File: config.mk
export PLATFORM = sky130hd
export DESIGN_NAME = clkspec_sharedadd_n
export DESIGN_NICKNAME = d
export VERILOG_FILES = /design/src/rtl/clkspec_sharedadd_n.sv
export SDC_FILE = /design/constraint.sdc
export NUM_CORES = 1
export LEC_CHECK = 0
export BUFFER_PORTS_ARGS = -buffer_cell sky130_fd_sc_hd__buf_2
export CAP_MARGIN = 40
export CELL_PAD_IN_SITES_DETAIL_PLACEMENT = 1
export CELL_PAD_IN_SITES_GLOBAL_PLACEMENT = 1
export CORE_UTILIZATION = 45
export CTS_CLUSTER_DIAMETER = 80
export DETAILED_ROUTE_END_ITERATION = 12
export PLACE_DENSITY_LB_ADDON = 0.1
export SYNTH_ARGS = -nofsm -noshare
export SYNTH_HDL_FRONTEND = slang
export SYNTH_SLANG_ARGS = --single-unit
File: constraint.sdc
create_clock -name clk -period 4.25 [get_ports clk]
set_input_delay 0.425 -clock clk [delete_from_list [all_inputs] [get_ports clk]]
set_output_delay 0.425 -clock clk [all_outputs]
set_load 0.05 [all_outputs]
File: src/rtl/clkspec_sharedadd_n.sv
// N-client shared adder: each client hands an (a,b) pair over valid/ready, a round-robin
// arbiter feeds one adder, and the sum returns on that client's result handshake.
// Build option: define SHRES_SAT_EN to saturate the sum instead of wrapping it.
`timescale 1ns/1ps
module clkspec_sharedadd_n #(
    parameter  int WIDTH   = 4,
    parameter  int NCLIENT = 2,
    localparam int IDW     = $clog2(NCLIENT)
) (
    input  logic                     clk,
    input  logic                     reset,
    input  logic [NCLIENT*WIDTH-1:0] c_ain,
    input  logic [NCLIENT*WIDTH-1:0] c_bin,
    input  logic [NCLIENT-1:0]       c_valid,
    output logic [NCLIENT-1:0]       c_ready,
    output logic [NCLIENT*WIDTH-1:0] c_yout,
    output logic [NCLIENT-1:0]       c_yvalid,
    input  logic [NCLIENT-1:0]       c_yready,
    output logic                     sh_busy,
    output logic [IDW-1:0]           sh_tag
);

    typedef enum logic [1:0] {C_IDLE, C_REQ, C_WAIT, C_OUT} client_state_e;
    typedef enum logic {SH_IDLE, SH_DONE} shared_state_e;

    client_state_e    cst_q [NCLIENT];
    client_state_e    cst_d [NCLIENT];
    logic [WIDTH-1:0] a_q   [NCLIENT];
    logic [WIDTH-1:0] a_d   [NCLIENT];
    logic [WIDTH-1:0] b_q   [NCLIENT];
    logic [WIDTH-1:0] b_d   [NCLIENT];
    logic [WIDTH-1:0] res_q [NCLIENT];
    logic [WIDTH-1:0] res_d [NCLIENT];

    shared_state_e    sh_q, sh_d;
    logic [IDW-1:0]   ptr_q, ptr_d;
    logic [IDW-1:0]   tag_q, tag_d;
    logic [WIDTH-1:0] sa_q, sa_d;
    logic [WIDTH-1:0] sb_q, sb_d;

    logic [NCLIENT-1:0] req;
    logic [NCLIENT-1:0] gnt;
    logic               gnt_any;
    logic [IDW-1:0]     gnt_idx;
    logic [WIDTH-1:0]   sum;
    logic               deliver;

    // Round-robin scan starts just after the last served client, so it ranks last next time.
    always_comb begin : arbiter
        int             idx;
        logic [IDW-1:0] cand;
        // NOTE: every variable gets a default before any branch, otherwise a latch is inferred.
        idx     = 0;
        cand    = '0;
        req     = '0;
        gnt     = '0;
        gnt_any = 1'b0;
        gnt_idx = '0;
        for (int i = 0; i < NCLIENT; i++) begin
            req[i] = (cst_q[i] == C_REQ);
        end
        if (sh_q == SH_IDLE) begin
            for (int k = 1; k <= NCLIENT; k++) begin
                idx  = (int'(ptr_q) + k) % NCLIENT;
                cand = IDW'(idx);
                if (!gnt_any && req[cand]) begin
                    gnt_any   = 1'b1;
                    gnt_idx   = cand;
                    gnt[cand] = 1'b1;
                end
            end
        end
    end

`ifdef SHRES_SAT_EN
    logic [WIDTH:0] sum_full;
    always_comb begin : adder
        sum_full = {1'b0, sa_q} + {1'b0, sb_q};
        sum      = sum_full[WIDTH] ? '1 : sum_full[WIDTH-1:0];
    end
`else
    always_comb begin : adder
        sum = sa_q + sb_q;
    end
`endif

    assign deliver = (sh_q == SH_DONE);

    always_comb begin : shared_next
        sh_d  = sh_q;
        ptr_d = ptr_q;
        tag_d = tag_q;
        sa_d  = sa_q;
        sb_d  = sb_q;
        case (sh_q)
            SH_IDLE: begin
                if (gnt_any) begin
                    sh_d  = SH_DONE;
                    tag_d = gnt_idx;
                    sa_d  = a_q[gnt_idx];
                    sb_d  = b_q[gnt_idx];
                end
            end
            SH_DONE: begin
                sh_d  = SH_IDLE;
                ptr_d = tag_q;
            end
            default: sh_d = SH_IDLE;
        endcase
    end

    always_comb begin : client_next
        for (int i = 0; i < NCLIENT; i++) begin
            cst_d[i] = cst_q[i];
            a_d[i]   = a_q[i];
            b_d[i]   = b_q[i];
            res_d[i] = res_q[i];
            case (cst_q[i])
                C_IDLE: begin
                    if (c_valid[i]) begin
                        a_d[i]   = c_ain[i*WIDTH +: WIDTH];
                        b_d[i]   = c_bin[i*WIDTH +: WIDTH];
                        cst_d[i] = C_REQ;
                    end
                end
                C_REQ: begin
                    if (gnt[i]) cst_d[i] = C_WAIT;
                end
                C_WAIT: begin
                    if (deliver && (tag_q == IDW'(i))) begin
                        res_d[i] = sum;
                        cst_d[i] = C_OUT;
                    end
                end
                C_OUT: begin
                    if (c_yready[i]) cst_d[i] = C_IDLE;
                end
                default: cst_d[i] = C_IDLE;
            endcase
        end
    end

    // Handshake outputs decode directly from the state flops; no input-to-output paths.
    always_comb begin : outputs
        c_ready  = '0;
        c_yvalid = '0;
        c_yout   = '0;
        for (int i = 0; i < NCLIENT; i++) begin
            c_ready[i]                 = (cst_q[i] == C_IDLE);
            c_yvalid[i]                = (cst_q[i] == C_OUT);
            c_yout[i*WIDTH +: WIDTH]   = res_q[i];
        end
    end

    assign sh_busy = (sh_q == SH_DONE);
    assign sh_tag  = tag_q;

    always_ff @(posedge clk) begin
        // NOTE: state uses non-blocking assignments so every flop samples pre-edge values.
        if (reset) begin
            sh_q  <= SH_IDLE;
            ptr_q <= IDW'(NCLIENT - 1);
            tag_q <= '0;
            sa_q  <= '0;
            sb_q  <= '0;
            // NOTE: the per-client register arrays are small and observable on c_yout, so they are reset.
            for (int i = 0; i < NCLIENT; i++) begin
                cst_q[i] <= C_IDLE;
                a_q[i]   <= '0;
                b_q[i]   <= '0;
                res_q[i] <= '0;
            end
        end else begin
            sh_q  <= sh_d;
            ptr_q <= ptr_d;
            tag_q <= tag_d;
            sa_q  <= sa_d;
            sb_q  <= sb_d;
            for (int i = 0; i < NCLIENT; i++) begin
                cst_q[i] <= cst_d[i];
                a_q[i]   <= a_d[i];
                b_q[i]   <= b_d[i];
                res_q[i] <= res_d[i];
            end
        end
    end

endmodule
==> impl_metrics.ini <==
[die]
rows = 22
die_x_um = 65.3
die_y_um = 65.3
dieArea_um2 = 4270
fp.coreArea_um2 = 3740
pin_count = 36
start_util_pct = 48.2

[timing]
post-route-period-util_pct = 41.4
rsz0062_at_grt = false
tightest_slew_ps = 672
clock-skew-final_ps = 6.01
max_freq_mhz = 568
relSlewSlack_pct = 55.0
setup_violations = 0
fin_tns_setup_ps = 0
slew_viol_final = 0
hold_viol = 0
fin_crit_ps = 1760
setup_ws_ps = 2490

[pwr]
internal_power_w = 0.000796
powerDensity_nw_per_um2 = 624
ir_drop_mv = 0.346
p_comb_share_pct = 38.5
fin_total_pwr_w = 0.00131
p_leak_nw = 0.931
power.switching_w = 0.000513
seq_power_share_pct = 42.8
swShare_pct = 39.2
clkPwrFrac_pct = 18.6

[routing]
wl_met3_um = 177
initialDrtViolationCount = 65
m1WireLength_um = 1660
vias = 1301
drtAntennaViolNets = 0
drc = 0
top_layer = met4
dr.pass1.iters = 4
wl_per_cell_um = 14.5
wirelength_um = 3570
via_per_inst = 5.29
dr_wl_met2_um = 1700

[yosys]
synth_commonest_cells = 23 x dfxtp_1, 16 x and2_1, 16 x edfxtp_1, 16 x nor2_1
synth_top_area_share_pct = 26.6
synth_area_leaders = edfxtp_1 27%, dfxtp_1 26%, ha_1 9.0%, mux2i_1 7.2%, and2_1 5.5%
syn_area_um2 = 1800
synth-main-ff-cell = dfxtp_1
seq_area_frac_synth_pct = 52.1
ys.warnings.count = 0
ys_async_sr_fraction_pct = 0
synth_edf_count = 16
syn_avg_cell_area_um2 = 11.2
synth.distinct_cells = 33
synthCells = 161
synth-seq-cells = 39
synth_top_area_cell = edfxtp_1
synth.most_common_cell = dfxtp_1
syn_nets = 197

[clock_network]
htree_levels = 2
cts_buffers = 5
path_clk_slew_ps = 80
cts_root_buffer = clkbuf_8
postCtsHoldBufs = 0
cts_setup_buffers = 0
cts_sinks = 39
cts-resized-gates = 0
clock_latency_ps = 290
cts.path.max_buffers = 2
cts_tree = built

[status]
status = finished clean

[place]
hpwl_um = 2800
numPortBuffers = 35
gp_congestion = 0.760
place_area_um2 = 2010
post-place-ws_ps = 2480

[critical_path]
rr_endpoint = cst_q[0][3]
cp-start-kind = flip-flop
critical_path.cell_chain = inv_1 > ha_1 > o21bai_1 > a222oi_1 > mux2i_1 > nor2_1
critPathMaxFanout = 4
critPathSlowestCell = a222oi_1
cp.arrival_ps = 1930
worstSetupEndpointType = flip-flop
r2r_setup_slack_ps = 2490
r2r_cells = 6
r2r_start = cst_q[0][2]
path_class = flip-flop to flip-flop
crit_required_ps = 4420
slowest_delay_ps = 460

[layout]
areaGrowthSynthToFinish_pct = 16.3
fillers = 430
final_layout_size_suffix_gt1_share_pct = 23.2
design_area_um2 = 2100
nets = 233
antenna_cells = 0

[flow_run]
max_cap_violations = 0

[grt]
first_global_vias = 1279
track_usage_pct = 18.8
grt_overflow = 0
grt_max_degree = 20
antenna_found_initial = 0
grt_pass1_wl_um = 5980

[hold_path]
hold_start = c_bin[2]
holdPathEnd = b_q[0][2]
hp-class = input port to flip-flop
hold_depth = 2
final cells by class:
class / instances / area [um^2] / area share (%)
Sequential cell: 39 / 941 / 44.8
Multi-Input combinational cell: 106 / 800 / 38.1
Timing Repair Buffer: 35 / 175 / 8.35
Clock buffer: 6 / 72.6 / 3.46
Tap cell: 48 / 60.1 / 2.86
Inverter: 10 / 37.5 / 1.79
Clock inverter: 2 / 12.5 / 0.596
logic make-up (layout without fill, tap and decap cells):
logic type / Yosys count / after routing / share of synthesized area (%)
buffers and inverters: 16 / 53 / 3.54
XOR/XNOR: 3 / 3 / 1.46
adder cells (fa/ha/maj): 14 / 14 / 10.1
flip-flops: 39 / 39 / 52.1
AND/OR/NAND/NOR: 44 / 44 / 12.6
AO/OA/AOI/OAI: 32 / 32 / 12.9
multiplexers: 13 / 13 / 7.21
stage by stage:
| step | std cells | utilization (%) | hold slack [ps] |
|---|---|---|---|
| 4_1_cts | 246 | 56.0 | 404 |
| 2_1_floorplan | 161 | - | 436 |
| 3_5_place_dp | 238 | 53.8 | 460 |
| 5_1_grt | 246 | 56.0 | 399 |
| 6_report | 246 | 56.0 | 413 |
| 3_3_place_gp | 238 | 53.8 | 460 |
per-layer routing:
metal / vias to the layer above / global-route usage [%]
li1: 640 / -
met1: 623 / 23.0
met2: 33 / 30.8
met3: 5 / 6.25
met4: 0 / 6.25
met5: - / 0
placed cells by master (no fill, tap or decap), types with 2 or more instances in the layout:
cell        n
nor2_1     16
a211oi_1    4
buf_2      35
mux2i_1    13
o21ai_1     2
dfxtp_1    23
o21ai_0     2
edfxtp_1   16
a21oi_1     5
and2_1     16
clkbuf_8    5
ha_1       13
xnor2_1     3
inv_2       2
a21o_1      4
nand2_1     5
inv_1       8
o2bb2ai_1   8
critical path, delay by kind of cell (launching register included):
| kind | cells | cell delay (ps) |
|---|---|---|
| mux | 1 | 240 |
| compound gates | 2 | 550 |
| buf+inv | 1 | 100 |
| flops | 1 | 380 |
| simple gates | 1 | 50 |
| fa+ha+maj | 1 | 310 |
worst max-delay path by stage:
stage / from / end / cells past startpoint / slack, ps
floorplan: cst_q[0][0] / a_q[0][0] / 6 / 2480
global placement: cst_q[0][0] / b_q[0][1] / 5 / 2600
detailed placement: cst_q[0][2] / cst_q[0][3] / 6 / 2480
CTS: cst_q[0][2] / cst_q[0][3] / 6 / 2460
global route: cst_q[0][0] / cst_q[0][0] / 6 / 2320
finish: cst_q[0][2] / cst_q[0][3] / 6 / 2490
power groups by stage:
| stage | sequential, W | clock (W) | combinational [W] |
|---|---|---|---|
| 2_1_floorplan | 0.000576 | 0 | 0.000381 |
| 3_3_place_gp | 0.000562 | 0 | 0.000487 |
| 3_5_place_dp | 0.000570 | 0 | 0.000509 |
| 4_1_cts | 0.000562 | 0.000251 | 0.000512 |
| 5_1_grt | 0.000571 | 0.000266 | 0.000566 |
| 6_report | 0.000560 | 0.000244 | 0.000504 |
flip-flops by register name, indices dropped and copies added (netlist names):
signal	count
ptr_q	1
sh_tag	1
sh_busy	1
b_q	8
sb_q	4
sa_q	4
res_q	8
a_q	8
cst_q	4
(Power assumes the default switching activity.)
